### config.mk
export PLATFORM = sky130hd
export DESIGN_NAME = router_switch_alloc
export DESIGN_NICKNAME = d
export VERILOG_FILES = /design/src/rtl/router_switch_alloc.sv
export SDC_FILE = /design/constraint.sdc
export NUM_CORES = 1
export LEC_CHECK = 0
export ABC_AREA = 1
export BUFFER_PORTS_ARGS = -buffer_cell sky130_fd_sc_hd__buf_4
export CORE_ASPECT_RATIO = 1.2
export CORE_UTILIZATION = 47
export CTS_BUF_LIST = sky130_fd_sc_hd__clkbuf_16
export CTS_CLUSTER_DIAMETER = 50
export DETAILED_ROUTE_END_ITERATION = 16
export PLACE_DENSITY = 0.75
export RECOVER_POWER = 25
export SETUP_SLACK_MARGIN = 0.2
export SLEW_MARGIN = 0
export SYNTH_ARGS = -nofsm -noshare
export SYNTH_HDL_FRONTEND = slang
export SYNTH_SLANG_ARGS = --single-unit
### constraint.sdc
create_clock -name clk -period 1.95 [get_ports clk]
set_input_delay 0.0975 -clock clk [delete_from_list [all_inputs] [get_ports clk]]
set_output_delay 0.0975 -clock clk [all_outputs]
set_load 0.03 [all_outputs]
### src/rtl/router_switch_alloc.sv
// router_switch_alloc
// Three-port tree-router switch allocator. Ports are parent (0), child1 (1)
// and child2 (2). Each incoming packet is routed down to a child or up to the
// parent from its 3-bit destination field. Each output owns a one-entry
// register and a round-robin arbiter. A parent packet that would be routed
// back up is misrouted: it is accepted, discarded and flagged on drop_err.
//
// Handshake (all ports): a transfer happens on a rising clk edge where valid
// and ready are both 1. Upstream holds valid/data stable until it sees ready,
// and never waits for ready before raising valid. in_ready is combinational
// from the current inputs and register state. out_valid/out_data are
// registered and stay put while the downstream holds out_ready low.

module router_switch_alloc #(
    parameter int         WIDTH_packet = 14,
    parameter logic [2:0] ROUTER_ID    = 3'b000,
    parameter logic [2:0] ROUTER_MASK  = 3'b110,
    parameter int         CHILD_BIT    = 0
) (
    input  logic                      clk,
    input  logic                      rst_n,
    input  logic [2:0]                in_valid,
    input  logic [3*WIDTH_packet-1:0] in_data,
    output logic [2:0]                in_ready,
    output logic [2:0]                out_valid,
    output logic [3*WIDTH_packet-1:0] out_data,
    input  logic [2:0]                out_ready,
    output logic                      drop_err
);

    // Output-slot state; slot_state is the per-output FSM state and is the
    // signal to probe when observing slot occupancy.
    typedef enum logic {
        SLOT_EMPTY = 1'b0,
        SLOT_FULL  = 1'b1
    } slot_state_e;

    localparam logic [1:0] PORT_PARENT = 2'd0;
    localparam logic [1:0] PORT_CHILD1 = 2'd1;
    localparam logic [1:0] PORT_CHILD2 = 2'd2;

    slot_state_e             slot_state   [3];
    slot_state_e             slot_state_d [3];
    logic [WIDTH_packet-1:0] slot_data    [3];
    logic [WIDTH_packet-1:0] slot_data_d  [3];
    logic [1:0]              rr_ptr       [3];
    logic [1:0]              rr_ptr_d     [3];
    logic                    drop_q;
    logic                    drop_d;

    logic [2:0]              in_dest      [3];
    logic [1:0]              in_tgt       [3];
    logic                    parent_misroute;
    logic [2:0]              req          [3];   // req[o][i]: input i wants output o
    logic [2:0]              gnt          [3];   // gnt[o][i]: output o grants input i
    logic [2:0]              out_free;

    // Round-robin pick: first requester in the order p, p+1, p+2 (mod 3).
    function automatic logic [2:0] rr_pick(input logic [2:0] r, input logic [1:0] p);
        logic [2:0] g;
        g = 3'b000;
        case (p)
            2'd1: begin
                if (r[1])      g = 3'b010;
                else if (r[2]) g = 3'b100;
                else if (r[0]) g = 3'b001;
            end
            2'd2: begin
                if (r[2])      g = 3'b100;
                else if (r[0]) g = 3'b001;
                else if (r[1]) g = 3'b010;
            end
            default: begin
                if (r[0])      g = 3'b001;
                else if (r[1]) g = 3'b010;
                else if (r[2]) g = 3'b100;
            end
        endcase
        return g;
    endfunction

    // Pointer after a grant: the input just served drops to lowest priority.
    function automatic logic [1:0] ptr_after(input logic [2:0] g);
        logic [1:0] n;
        case (g)
            3'b001:  n = 2'd1;
            3'b010:  n = 2'd2;
            default: n = 2'd0;
        endcase
        return n;
    endfunction

    // Per-input destination decode and route target.
    for (genvar gi = 0; gi < 3; gi++) begin : g_route
        assign in_dest[gi] = in_data[gi*WIDTH_packet +: 3];
        assign in_tgt[gi]  = ((in_dest[gi] & ROUTER_MASK) == (ROUTER_ID & ROUTER_MASK))
                             ? (in_dest[gi][CHILD_BIT] ? PORT_CHILD2 : PORT_CHILD1)
                             : PORT_PARENT;
    end

    // A parent packet heading back up has nowhere legal to go.
    assign parent_misroute = in_valid[0] && (in_tgt[0] == PORT_PARENT);

    // Build the request matrix; a misrouted parent packet never requests.
    always_comb begin
        for (int o = 0; o < 3; o++) begin
            req[o] = 3'b000;
            for (int i = 0; i < 3; i++) begin
                req[o][i] = in_valid[i] && (in_tgt[i] == 2'(o)) && !(i == 0 && o == 0);
            end
        end
    end

    // Per-output arbitration; an output is free when empty or draining now.
    always_comb begin
        for (int o = 0; o < 3; o++) begin
            out_free[o] = (slot_state[o] == SLOT_EMPTY) || out_ready[o];
            gnt[o]      = out_free[o] ? rr_pick(req[o], rr_ptr[o]) : 3'b000;
        end
    end

    // Accept every granted input plus any misrouted parent packet; nothing
    // is accepted while reset is asserted.
    always_comb begin
        in_ready = 3'b000;
        if (rst_n) begin
            for (int o = 0; o < 3; o++) begin
                in_ready = in_ready | gnt[o];
            end
            in_ready[0] = in_ready[0] | parent_misroute;
        end
    end

    // Next-state for each output slot, its data and its arbiter pointer.
    always_comb begin
        for (int o = 0; o < 3; o++) begin
            slot_state_d[o] = slot_state[o];
            slot_data_d[o]  = slot_data[o];
            rr_ptr_d[o]     = rr_ptr[o];
            if (|gnt[o]) begin
                slot_state_d[o] = SLOT_FULL;
                rr_ptr_d[o]     = ptr_after(gnt[o]);
                case (gnt[o])
                    3'b010:  slot_data_d[o] = in_data[WIDTH_packet +: WIDTH_packet];
                    3'b100:  slot_data_d[o] = in_data[2*WIDTH_packet +: WIDTH_packet];
                    default: slot_data_d[o] = in_data[0 +: WIDTH_packet];
                endcase
            end else if ((slot_state[o] == SLOT_FULL) && out_ready[o]) begin
                slot_state_d[o] = SLOT_EMPTY;
            end
        end
        drop_d = parent_misroute;
    end

    // State registers; reset discards any held packet immediately.
    always_ff @(posedge clk or negedge rst_n) begin
        if (!rst_n) begin
            for (int o = 0; o < 3; o++) begin
                slot_state[o] <= SLOT_EMPTY;
                slot_data[o]  <= '0;
                rr_ptr[o]     <= 2'd0;
            end
            drop_q <= 1'b0;
        end else begin
            for (int o = 0; o < 3; o++) begin
                slot_state[o] <= slot_state_d[o];
                slot_data[o]  <= slot_data_d[o];
                rr_ptr[o]     <= rr_ptr_d[o];
            end
            drop_q <= drop_d;
        end
    end

    // Registered outputs straight from the slots.
    for (genvar go = 0; go < 3; go++) begin : g_out
        assign out_valid[go]                           = (slot_state[go] == SLOT_FULL);
        assign out_data[go*WIDTH_packet +: WIDTH_packet] = slot_data[go];
    end

    assign drop_err = drop_q;

endmodule
==> results of run 1 <==
final cells by class:
type / count / area, sq um / area share [%]
Tap cell: 87 / 109 / 2.05
Inverter: 53 / 219 / 4.12
Clock inverter: 3 / 11.3 / 0.212
Sequential cell: 51 / 1280 / 24.0
Timing Repair Buffer: 139 / 1230 / 23.2
Multi-Input combinational cell: 341 / 2340 / 44.0
Clock buffer: 5 / 125 / 2.35
stage by stage:
stage / hold WS [ns] / cell area, sq um / utilization, %
floorplan: -0.198 / 3430 / -
global placement: -0.0927 / 4270 / 61.6
detailed placement: -0.0897 / 4270 / 61.6
CTS: 0.0147 / 4760 / 68.7
global route: 0.0357 / 5310 / 76.6
finish: 0.0104 / 5310 / 76.6
worst max path at each step:
stage                       from           end  slack (ns)  cells after the start
floorplan              rr_ptr[0]  out_data[31]        0.20                     12
global placement    out_valid[0]   out_data[9]        0.03                     10
detailed placement     rr_ptr[2]  out_data[16]       -0.06                     12
CTS                    rr_ptr[1]   in_ready[0]        0.11                      9
global route           rr_ptr[0]  out_data[32]       -0.14                     13
finish              out_valid[1]  out_data[17]        -0.1                     11
state kept, by name, indices dropped and copies added (netlist names):
name       cells
drop_err       1
out_data      42
out_valid      3
rr_ptr         5
metal layers:
metal  share of wire (%)  vias up  GRT usage (%)
met3                 9.4       91           3.54
li1                    -     1763              -
met5                   0        -              0
met1                  37     1886           38.6
met2                  47      301           52.5
met4                 6.9        0           12.4
Yosys cell counts, drive strengths merged:
cell    instances
a21boi          1
a21oi           5
buf            15
clkbuf          8
clkinv          1
dfrtp          51
ha              7
inv            52
nand2         100
nand3          85
nand4          12
nor2           66
nor3            1
o21ai          46
o22ai           1
o31ai           2
or2            11
cells by family (layout without fill, tap and decap cells):
| group | Yosys count | count (layout) | share of synthesized area [%] |
|---|---|---|---|
| flip-flops | 51 | 51 | 37.3 |
| buffers and inverters | 76 | 200 | 9.78 |
| adder cells (fa/ha/maj) | 7 | 7 | 2.56 |
| AO/OA/AOI/OAI | 55 | 55 | 9.19 |
| AND/OR/NAND/NOR | 275 | 279 | 41.1 |
what timing repair did:
action,in CTS,in global routing
resized for setup,48,104
endpoints found under the hold margin,2,0
setup buffers,12,10
hold buffers,1,0
gates cloned,2,5
pin swaps,16,45
setup endpoints to repair,49,49
where the power goes:
| part | leakage [nW] | total (mW) | switching (mW) | internal [mW] |
|---|---|---|---|---|
| clock | 0.0701 | 0.847 | 0.384 | 0.463 |
| combinational | 1.79 | 4.66 | 2.84 | 1.82 |
| sequential | 0.600 | 1.85 | 0.301 | 1.55 |
| total | 2.46 | 7.36 | 3.52 | 3.84 |
worst reg2reg max path, stage by stage (launching register included):
cell     delay, ns
dfrtp_1       0.39
inv_1         0.06
nor2_1        0.07
nor2_1        0.53
nand3_4       0.19
nand2_4       0.14
inv_6         0.06
buf_8         0.13
nand3_1       0.08
nand3_1       0.10
nor2_1        0.12
nor2_1        0.06
==> run_results.csv, run 1 <==
group,metric,value,unit
synthesis,synth_cell_types,31,
run,max_cap_viol_count,0,
status,status,"finished with violations",
sta,min_period,2.05,ns
power,powerDensity,1390,mW/mm^2
final_layout,fill_cells,501,
critical_path,r2r.worst_path.cells,11,
final_layout,insertedDiodeCount,0,
critical_path,critPathArrivalTime,2.23,ns
synthesis,synthTopCellsByArea,"dfrtp_1, nand3_1, nand2_1, o21ai_0, inv_1",
drt,detail_route.first_pass.iterations,6,
sta,final_setup_viols,15,
critical_path,crit_buf_inv,3,
synthesis,synth_fp_nets,521,
placement,place_congestion,0.916,
drt,totalWireLength,13400,microns
synthesis,synth_cells,464,
floorplan,standard_cell_row_count,33,
floorplan,design.die.area,0.00762,sq mm
placement,dpl.cell_count,641,
placement,hpwl_reported_at_the_end_of_detailed_placement,7590,microns
critical_path,worstReg2RegEnd,"out_data[17]",
global_route,grt_util_all_layers,30.4,%
sta,max_slew_margin,16.6,%
sta,timing.setup.tns,-0.684,ns
cts,clk-insertion-delay-late,0.30,ns
synthesis,synth_area_per_cell,7.36,sq um
placement,portBuffers,98,
global_route,grt_pass1_wl,17700,microns
cts,clockBufferDepth,2,
sta,slew_violations,0,
worst_hold_path,hold_depth,2,
placement,setup_slack_placement,-0.0605,ns
cts,clock-sinks,51,
sta,finalHoldViolCount,0,
final_layout,layout_commonest_cell,"buf_4",
final_layout,syn_to_final_growth,55.5,%
synthesis,netlist.area_leader.share,37.3,%
critical_path,reg2reg_setup_slack,-0.1,ns
drt,via_per_inst,5.95,
critical_path,cp_common_cell,"nor2_1",
drt,antenna_left,0,
power,total_power,7.36,mW
critical_path,worst_path_largest_cell_delay,0.53,ns
worst_hold_path,min-delay-start,"out_ready[2]",
critical_path,timing.setup.critical_path_class,"register to register",
floorplan,initial_utilization,49.3,%
floorplan,io_pins,99,
drt,avg_wl_per_cell,19.8,microns
worst_hold_path,timing.hold.worst_endpoint,"out_valid[2]",
critical_path,crit_chain,"inv_1, nor2_1, nor2_1, nand3_4, nand2_4, inv_6, buf_8, nand3_1, nand3_1, nor2_1, nor2_1",
synthesis,netlist_area,0.00342,sq mm
status,violations,"negative setup slack",
drt,detailedRoute.firstIterationViolations,589,
cts,cts_htree_levels,2,
power,irDropWorstVdd,0.874,mV
drt,detailroute.via_count,4041,
critical_path,worst_endpoint_required_time,2.13,ns
cts,cts_root_buffer,"clkbuf_16",
floorplan,die-height,95.4,microns
global_route,grt_overflow_total,0,
critical_path,path_max_fanout,6,
final_layout,mostFrequentLayoutCells,"buf_4, nand2_1, nand3_1",
drt,drc_errors,0,
synthesis,synth-warning-count,0,
sta,timing.final.ws_setup,-0.0982,ns
worst_hold_path,holdCritPathClass,"input pin to register",
sta,grt_setup_unrepaired,"yes",
cts,tritoncts,"done",
power,p_leak,2.46,nW
critical_path,critical-path-top-delay-family,"simple AND/OR/NAND/NOR gates",
critical_path,cpMaxStageDelayCell,"nor2_1",
global_route,grt_start_max_net_pins,50,
final_layout,nNetsFinal,648,
global_route,antenna_found_initial,0,
cts,cts.clk_slew.worst_paths,0.06,ns
synthesis,proportion_of_synthesized_chip_area_in_sequential_cells,37.3,%
floorplan,chipWidth,79.8,microns
sta,max_freq,488,MHz
sta,fin_crit_sh,105,%
critical_path,crit-reg2reg-launch,"out_valid[1]",
global_route,number_of_global_route_vias_before_repair,3640,
critical_path,startpoint_type,"register",
final_layout,final_cell_count_no_fill,679,
final_layout,final_layout_size_suffix_gt1_share,45.4,%
synthesis,ys_ff_latch,51,
sta,pin_slew_with_the_least_headroom_to_its_limit,1.25,ns
critical_path,timing.critical_path.to_type,"register",
floorplan,core_area,0.00694,sq mm
synthesis,netlist.top_cell.by_area,"dfrtp_1",
cts,cts-buffers-inserted,5,
sta,fin_skew,0.00650,ns
No activity file was read; power rests on OpenSTA's default activity.
==> run 2, diff against run 1 <==
- CORE_ASPECT_RATIO: 1.2 -> default
==> run 2 against run 1 <==
  * The flow now finishes without violations
  * Register-to-register slack better by 0.17 ns
  * Sequential power hardly changed
  * First-iteration DRC count is 37% lower
  * Clock skew is 0.0020 ns higher
  * Combinational power is 14% lower
  * Maximum frequency is 7.2% higher
  * Sequential share of layout area is 2.2 points higher
  * Cell count is 0.15% higher
  * Die area hardly changed
  * Critical path depth is 2 lower
==> run_results.csv, run 2 (synthesis results as in run 1) <==
group,metric,value,unit
floorplan,core_area,0.00691,sq mm
power,powerDensity,1380,mW/mm^2
placement,portBuffers,98,
cts,cts-buffers-inserted,5,
sta,finalHoldViolCount,0,
final_layout,insertedDiodeCount,0,
floorplan,die-height,87.3,microns
sta,max_freq,523,MHz
critical_path,reg2reg_setup_slack,0.07,ns
drt,detail_route.first_pass.iterations,5,
sta,grt_setup_unrepaired,"yes",
sta,final_setup_viols,0,
drt,detailroute.via_count,3758,
final_layout,final_cell_count_no_fill,680,
sta,slew_violations,0,
cts,cts_root_buffer,"clkbuf_16",
cts,clockBufferDepth,2,
cts,cts_htree_levels,2,
sta,min_period,1.91,ns
cts,clk-insertion-delay-late,0.29,ns
sta,timing.final.ws_setup,0.0396,ns
placement,dpl.cell_count,655,
placement,placed_cell_area,0.00435,sq mm
status,status,"complete, no violations",
worst_hold_path,min-delay-start,"in_data[0]",
drt,avg_wl_per_cell,16.8,microns
cts,clock-sinks,51,
global_route,grt_overflow_total,0,
sta,fin_skew,0.00850,ns
cts,cts.clk_slew.worst_paths,0.07,ns
critical_path,worst_endpoint_required_time,1.85,ns
power,irDropWorstVdd,0.754,mV
drt,totalWireLength,11400,microns
final_layout,largest_register_ff_count,42,
floorplan,design.die.area,0.00762,sq mm
critical_path,worst_path_largest_cell_delay,0.40,ns
placement,place_congestion,0.941,
critical_path,worstReg2RegEnd,"out_data[38]",
final_layout,syn_to_final_growth,42.4,%
critical_path,timing.critical_path.to_type,"output pin",
placement,hpwl_reported_at_the_end_of_detailed_placement,7470,microns
critical_path,critical-path-top-delay-family,"buffers and inverters",
drt,drc_errors,0,
final_layout,nNetsFinal,640,
critical_path,timing.setup.critical_path_class,"register to output pin",
global_route,number_of_global_route_vias_before_repair,3386,
critical_path,crit_buf_inv,4,
floorplan,io_pins,99,
sta,fin_crit_sh,98.0,%
critical_path,cpMaxStageDelayCell,"dfrtp_1",
critical_path,path_max_fanout,3,
placement,setup_slack_placement,-0.0300,ns
worst_hold_path,hold_depth,3,
drt,via_per_inst,5.53,
power,p_leak,2.23,nW
floorplan,initial_utilization,49.5,%
cts,tritoncts,"done",
critical_path,crit-reg2reg-launch,"rr_ptr[1]",
final_layout,mostFrequentLayoutCells,"buf_4, nand2_1, nand3_1",
critical_path,critPathArrivalTime,1.81,ns
critical_path,r2r.worst_path.cells,10,
drt,antenna_left,0,
critical_path,crit_chain,"inv_2, ha_4, inv_4, nand2_4, nand2_4, a21oi_4, o31ai_2, inv_1, buf_6",
floorplan,chipWidth,87.3,microns
global_route,antenna_found_initial,0,
floorplan,standard_cell_row_count,30,
global_route,grt_start_max_net_pins,50,
final_layout,final_layout_size_suffix_gt1_share,35.6,%
run,max_cap_viol_count,0,
critical_path,startpoint_type,"register",
critical_path,cp_common_cell,"nand2_4",
worst_hold_path,timing.hold.worst_endpoint,"out_data[28]",
sta,pin_slew_with_the_least_headroom_to_its_limit,0.612,ns
sta,max_slew_margin,59.2,%
drt,detailedRoute.firstIterationViolations,371,
worst_hold_path,holdCritPathClass,"input pin to register",
final_layout,final_core_util,70.5,%
final_layout,layout_commonest_cell,"buf_4",
global_route,grt_util_all_layers,28.5,%
final_layout,postLayoutCellArea,0.00487,sq mm
global_route,grt_pass1_wl,16600,microns
final_layout,fill_cells,599,
run 2: cell types whose count changed in the layout (fill, tap and decap cells not counted), moves of 4 or more:
cell      change
nand3_2       -6
o21ai_2       -6
buf_6         -4
clkbuf_1     +35
nand3_4       -6
buf_8         -4
nor2_4       -10
nor2_1        +4
o21ai_1       +9
nor2_2        +6
nand3_1       +9
buf_4        -31
run 2: worst min-delay path, stage by stage:
cell and delay, ns:
buf_4 0.13, o21ai_1 0.08, nand2_1 0.06
run 2: worst max path at each step:
stage               startpoint            to  depth (start not counted)  slack (ns)
floorplan            rr_ptr[0]  out_data[31]                         12        0.20
global placement     rr_ptr[2]  out_data[27]                         13        0.06
detailed placement   rr_ptr[0]  out_data[36]                         11       -0.03
CTS                  rr_ptr[3]   in_ready[2]                          8        0.09
global route         rr_ptr[1]  out_data[38]                         10      -0.006
finish               rr_ptr[2]   in_ready[1]                          9        0.04
run 2: layout make-up:
class                      instances  area [sq um]  area share (%)
clock buffer                       5           125            2.57
clock inverter                     3          18.8           0.386
sequential                        51          1280            26.2
tap                               96           120            2.47
timing repair buffer             135          1030            21.2
multi-input combinational        337          2090            42.9
inverter                          53           208            4.27
run 2: routing by layer:
metal  share of wire [%]  wire [microns]  vias to the layer above  track usage, %
met5                   0               0                        -               0
met4                 1.9             213                        0            8.35
met3                 9.2            1050                       22            3.32
met2                  47            5360                      242            46.7
met1                  42            4780                     1743            39.6
li1                    -               -                     1751               -
run 2: where the power goes:
group          leakage [nW]  internal, mW  total, mW  switching, mW
combinational          1.55          1.38       4.00           2.61
sequential            0.600          1.55       1.83          0.282
clock                0.0740         0.476      0.875          0.398
run 2: repair_timing:
item                                   in CTS  in global routing
setup buffers                               7                  6
endpoints found under the hold margin       3                  0
resized for setup                          46                 45
hold buffers                                2                  0
pin swaps                                  12                 29
setup endpoints to repair                  39                 48
cloned                                      0                  2
run 2: through the flow:
stage	hold WS (ns)	total power, mW	TNS, ns
final	0.105	6.70	0
after floorplan	-0.198	4.15	0
after detailed placement	-0.0842	5.44	-0.0664
after global placement	-0.0882	5.36	0
after CTS	0.0851	6.63	0
after global routing	0.119	7.09	-0.00625
==> run 3, diff against run 2 <==
- CAP_MARGIN: default -> 10
- CORE_UTILIZATION: 47 -> 25
- PLACE_DENSITY: 0.75 -> 0.45
==> run 3 against run 2 <==
  * Maximum frequency shrank 1.5%
  * First-iteration DRC count fell by 27%
  * Clock skew decreased by 0.0030 ns
  * Critical path type unchanged
  * Critical endpoint is now in_ready[2]
  * Core utilization down 27 points
  * Global-route usage fell by 10 points
  * Register-to-register slack barely moved
  * Sequential share of layout area is 3.9 points lower
  * Worst hold slack got worse by 0.018 ns
==> run_results.csv, run 3 (synthesis results as in run 1) <==
group,metric,value,unit
drt,detail_route.first_pass.iterations,5,
drt,detailroute.via_count,3706,
sta,pin_slew_with_the_least_headroom_to_its_limit,0.772,ns
drt,avg_wl_per_cell,17.6,microns
global_route,grt_start_max_net_pins,47,
final_layout,syn_to_final_growth,67.4,%
critical_path,critPathArrivalTime,1.84,ns
floorplan,io_pins,99,
sta,finalHoldViolCount,0,
cts,cts_htree_levels,2,
cts,tritoncts,"done",
sta,slew_violations,0,
sta,final_setup_viols,0,
critical_path,timing.setup.critical_path_class,"register to output pin",
critical_path,worst_endpoint_required_time,1.85,ns
global_route,grt_pass1_wl,20200,microns
sta,fin_skew,0.00552,ns
final_layout,final_layout_size_suffix_gt1_share,45.5,%
placement,portBuffers,98,
sta,grt_setup_unrepaired,"yes",
drt,drc_errors,0,
cts,cts_root_buffer,"clkbuf_16",
sta,max_slew_margin,48.6,%
floorplan,chipWidth,119,microns
critical_path,worst_path_largest_cell_delay,0.42,ns
critical_path,crit_chain,"ha_4, inv_6, a21oi_4, nor2_4, buf_6, o31ai_4, inv_1, buf_6",
critical_path,cpMaxStageDelayCell,"dfrtp_1",
final_layout,insertedDiodeCount,0,
drt,antenna_left,0,
cts,cts.clk_slew.worst_paths,0.07,ns
final_layout,nNetsFinal,655,
floorplan,standard_cell_row_count,42,
final_layout,fill_cells,1332,
final_layout,multiInputGateArea,0.00245,sq mm
critical_path,startpoint_type,"register",
drt,via_per_inst,4.79,
floorplan,design.die.area,0.0141,sq mm
final_layout,largest_register_ff_count,42,
status,status,"complete, no violations",
sta,max_freq,515,MHz
drt,totalWireLength,13600,microns
power,total_power,7.42,mW
critical_path,critical-path-top-delay-family,"flip-flops",
critical_path,crit_buf_inv,4,
power,irDropWorstVdd,0.529,mV
global_route,grt_overflow_total,0,
power,powerDensity,1300,mW/mm^2
global_route,antenna_found_initial,0,
critical_path,path_max_fanout,4,
cts,clockBufferDepth,2,
sta,fin_crit_sh,99.5,%
cts,clock-sinks,51,
final_layout,final_core_util,43.0,%
global_route,grt_util_all_layers,18.5,%
run,max_cap_viol_count,0,
drt,detailedRoute.firstIterationViolations,269,
power,p_leak,2.46,nW
floorplan,die-height,119,microns
final_layout,layout_commonest_cell,"buf_4",
floorplan,core_area,0.0133,sq mm
placement,hpwl_reported_at_the_end_of_detailed_placement,9100,microns
final_layout,register_area,0.00128,sq mm
worst_hold_path,holdCritPathClass,"input pin to register",
critical_path,timing.critical_path.to_type,"output pin",
global_route,number_of_global_route_vias_before_repair,3618,
critical_path,cp_common_cell,"buf_6",
sta,min_period,1.94,ns
cts,clk-insertion-delay-late,0.30,ns
final_layout,mostFrequentLayoutCells,"buf_4, nand2_1, dfrtp_1",
floorplan,initial_utilization,25.7,%
cts,cts-buffers-inserted,5,
placement,place_congestion,0.834,
-- run 3: final timing paths --
path | start | endpoint | slack, ns | depth (start not counted)
max in group asynchronous | rst_n | out_valid[0] | 0.40 | 3
hold / removal | in_data[2] | out_data[16] | 0.09 | 3
min in group asynchronous | rst_n | rr_ptr[2] | 0.43 | 2
setup reg to reg | rr_ptr[1] | out_data[40] | 0.06 | 11
setup / recovery | rr_ptr[1] | in_ready[2] | 0.01 | 8
hold reg to reg | out_data[14] | out_data[14] | 0.48 | 2
-- run 3: metrics by stage --
stage	cells	setup slack, ns	hold slack [ns]	TNS [ns]	cell area (sq um)
3_3_place_gp	733	-0.0200	-0.0596	-0.0200	4460
3_5_place_dp	733	-0.0146	-0.0588	-0.0149	4460
4_1_cts	755	0.0420	0.0791	0	5160
6_report	774	0.00986	0.0870	0	5720
2_1_floorplan	464	0.201	-0.198	0	3430
5_1_grt	774	-0.0538	0.0891	-0.221	5720
-- run 3: cell type report --
class                           count  share of cell area, %
Clock inverter                      2                  0.656
Clock buffer                        5                   2.19
Tap cell                          176                   3.85
Timing Repair Buffer              149                   24.0
Inverter                           53                   4.22
Multi-Input combinational cell    338                   42.8
Sequential cell                    51                   22.3
-- run 3: worst register-to-register path, stage by stage, from the launching register on --
cell	delay (ns)
dfrtp_1	0.42
ha_4	0.32
inv_6	0.05
a21oi_4	0.13
nor2_4	0.06
buf_12	0.13
nor2_4	0.24
nand2_8	0.14
nand3_2	0.10
nand3_2	0.09
nand2_1	0.08
inv_1	0.04
-- run 3: what timing repair did --
action | in CTS | in global routing
gates resized for setup | 86 | 131
endpoints found under the setup margin | 42 | 50
endpoints found under the hold margin | 6 | 0
pin swaps | 37 | 41
setup buffers | 9 | 14
hold buffers | 2 | 0
gates cloned | 4 | 5
-- run 3: where the power goes --
group / leakage (nW) / internal (mW) / switching (mW) / total, mW
Combinational: 1.79 / 1.73 / 2.81 / 4.54
Clock: 0.0759 / 0.599 / 0.409 / 1.01
Sequential: 0.600 / 1.55 / 0.314 / 1.87
Total: 2.46 / 3.88 / 3.53 / 7.42
-- run 3: routing by layer --
layer  part of all wire, %  track usage [%]  up-vias
met4                   2.4             5.62        0
met3                   6.2             2.83       25
met1                    44             26.7     1756
met5                     0                0        -
li1                      -                -     1782
met2                    47             28.1      143
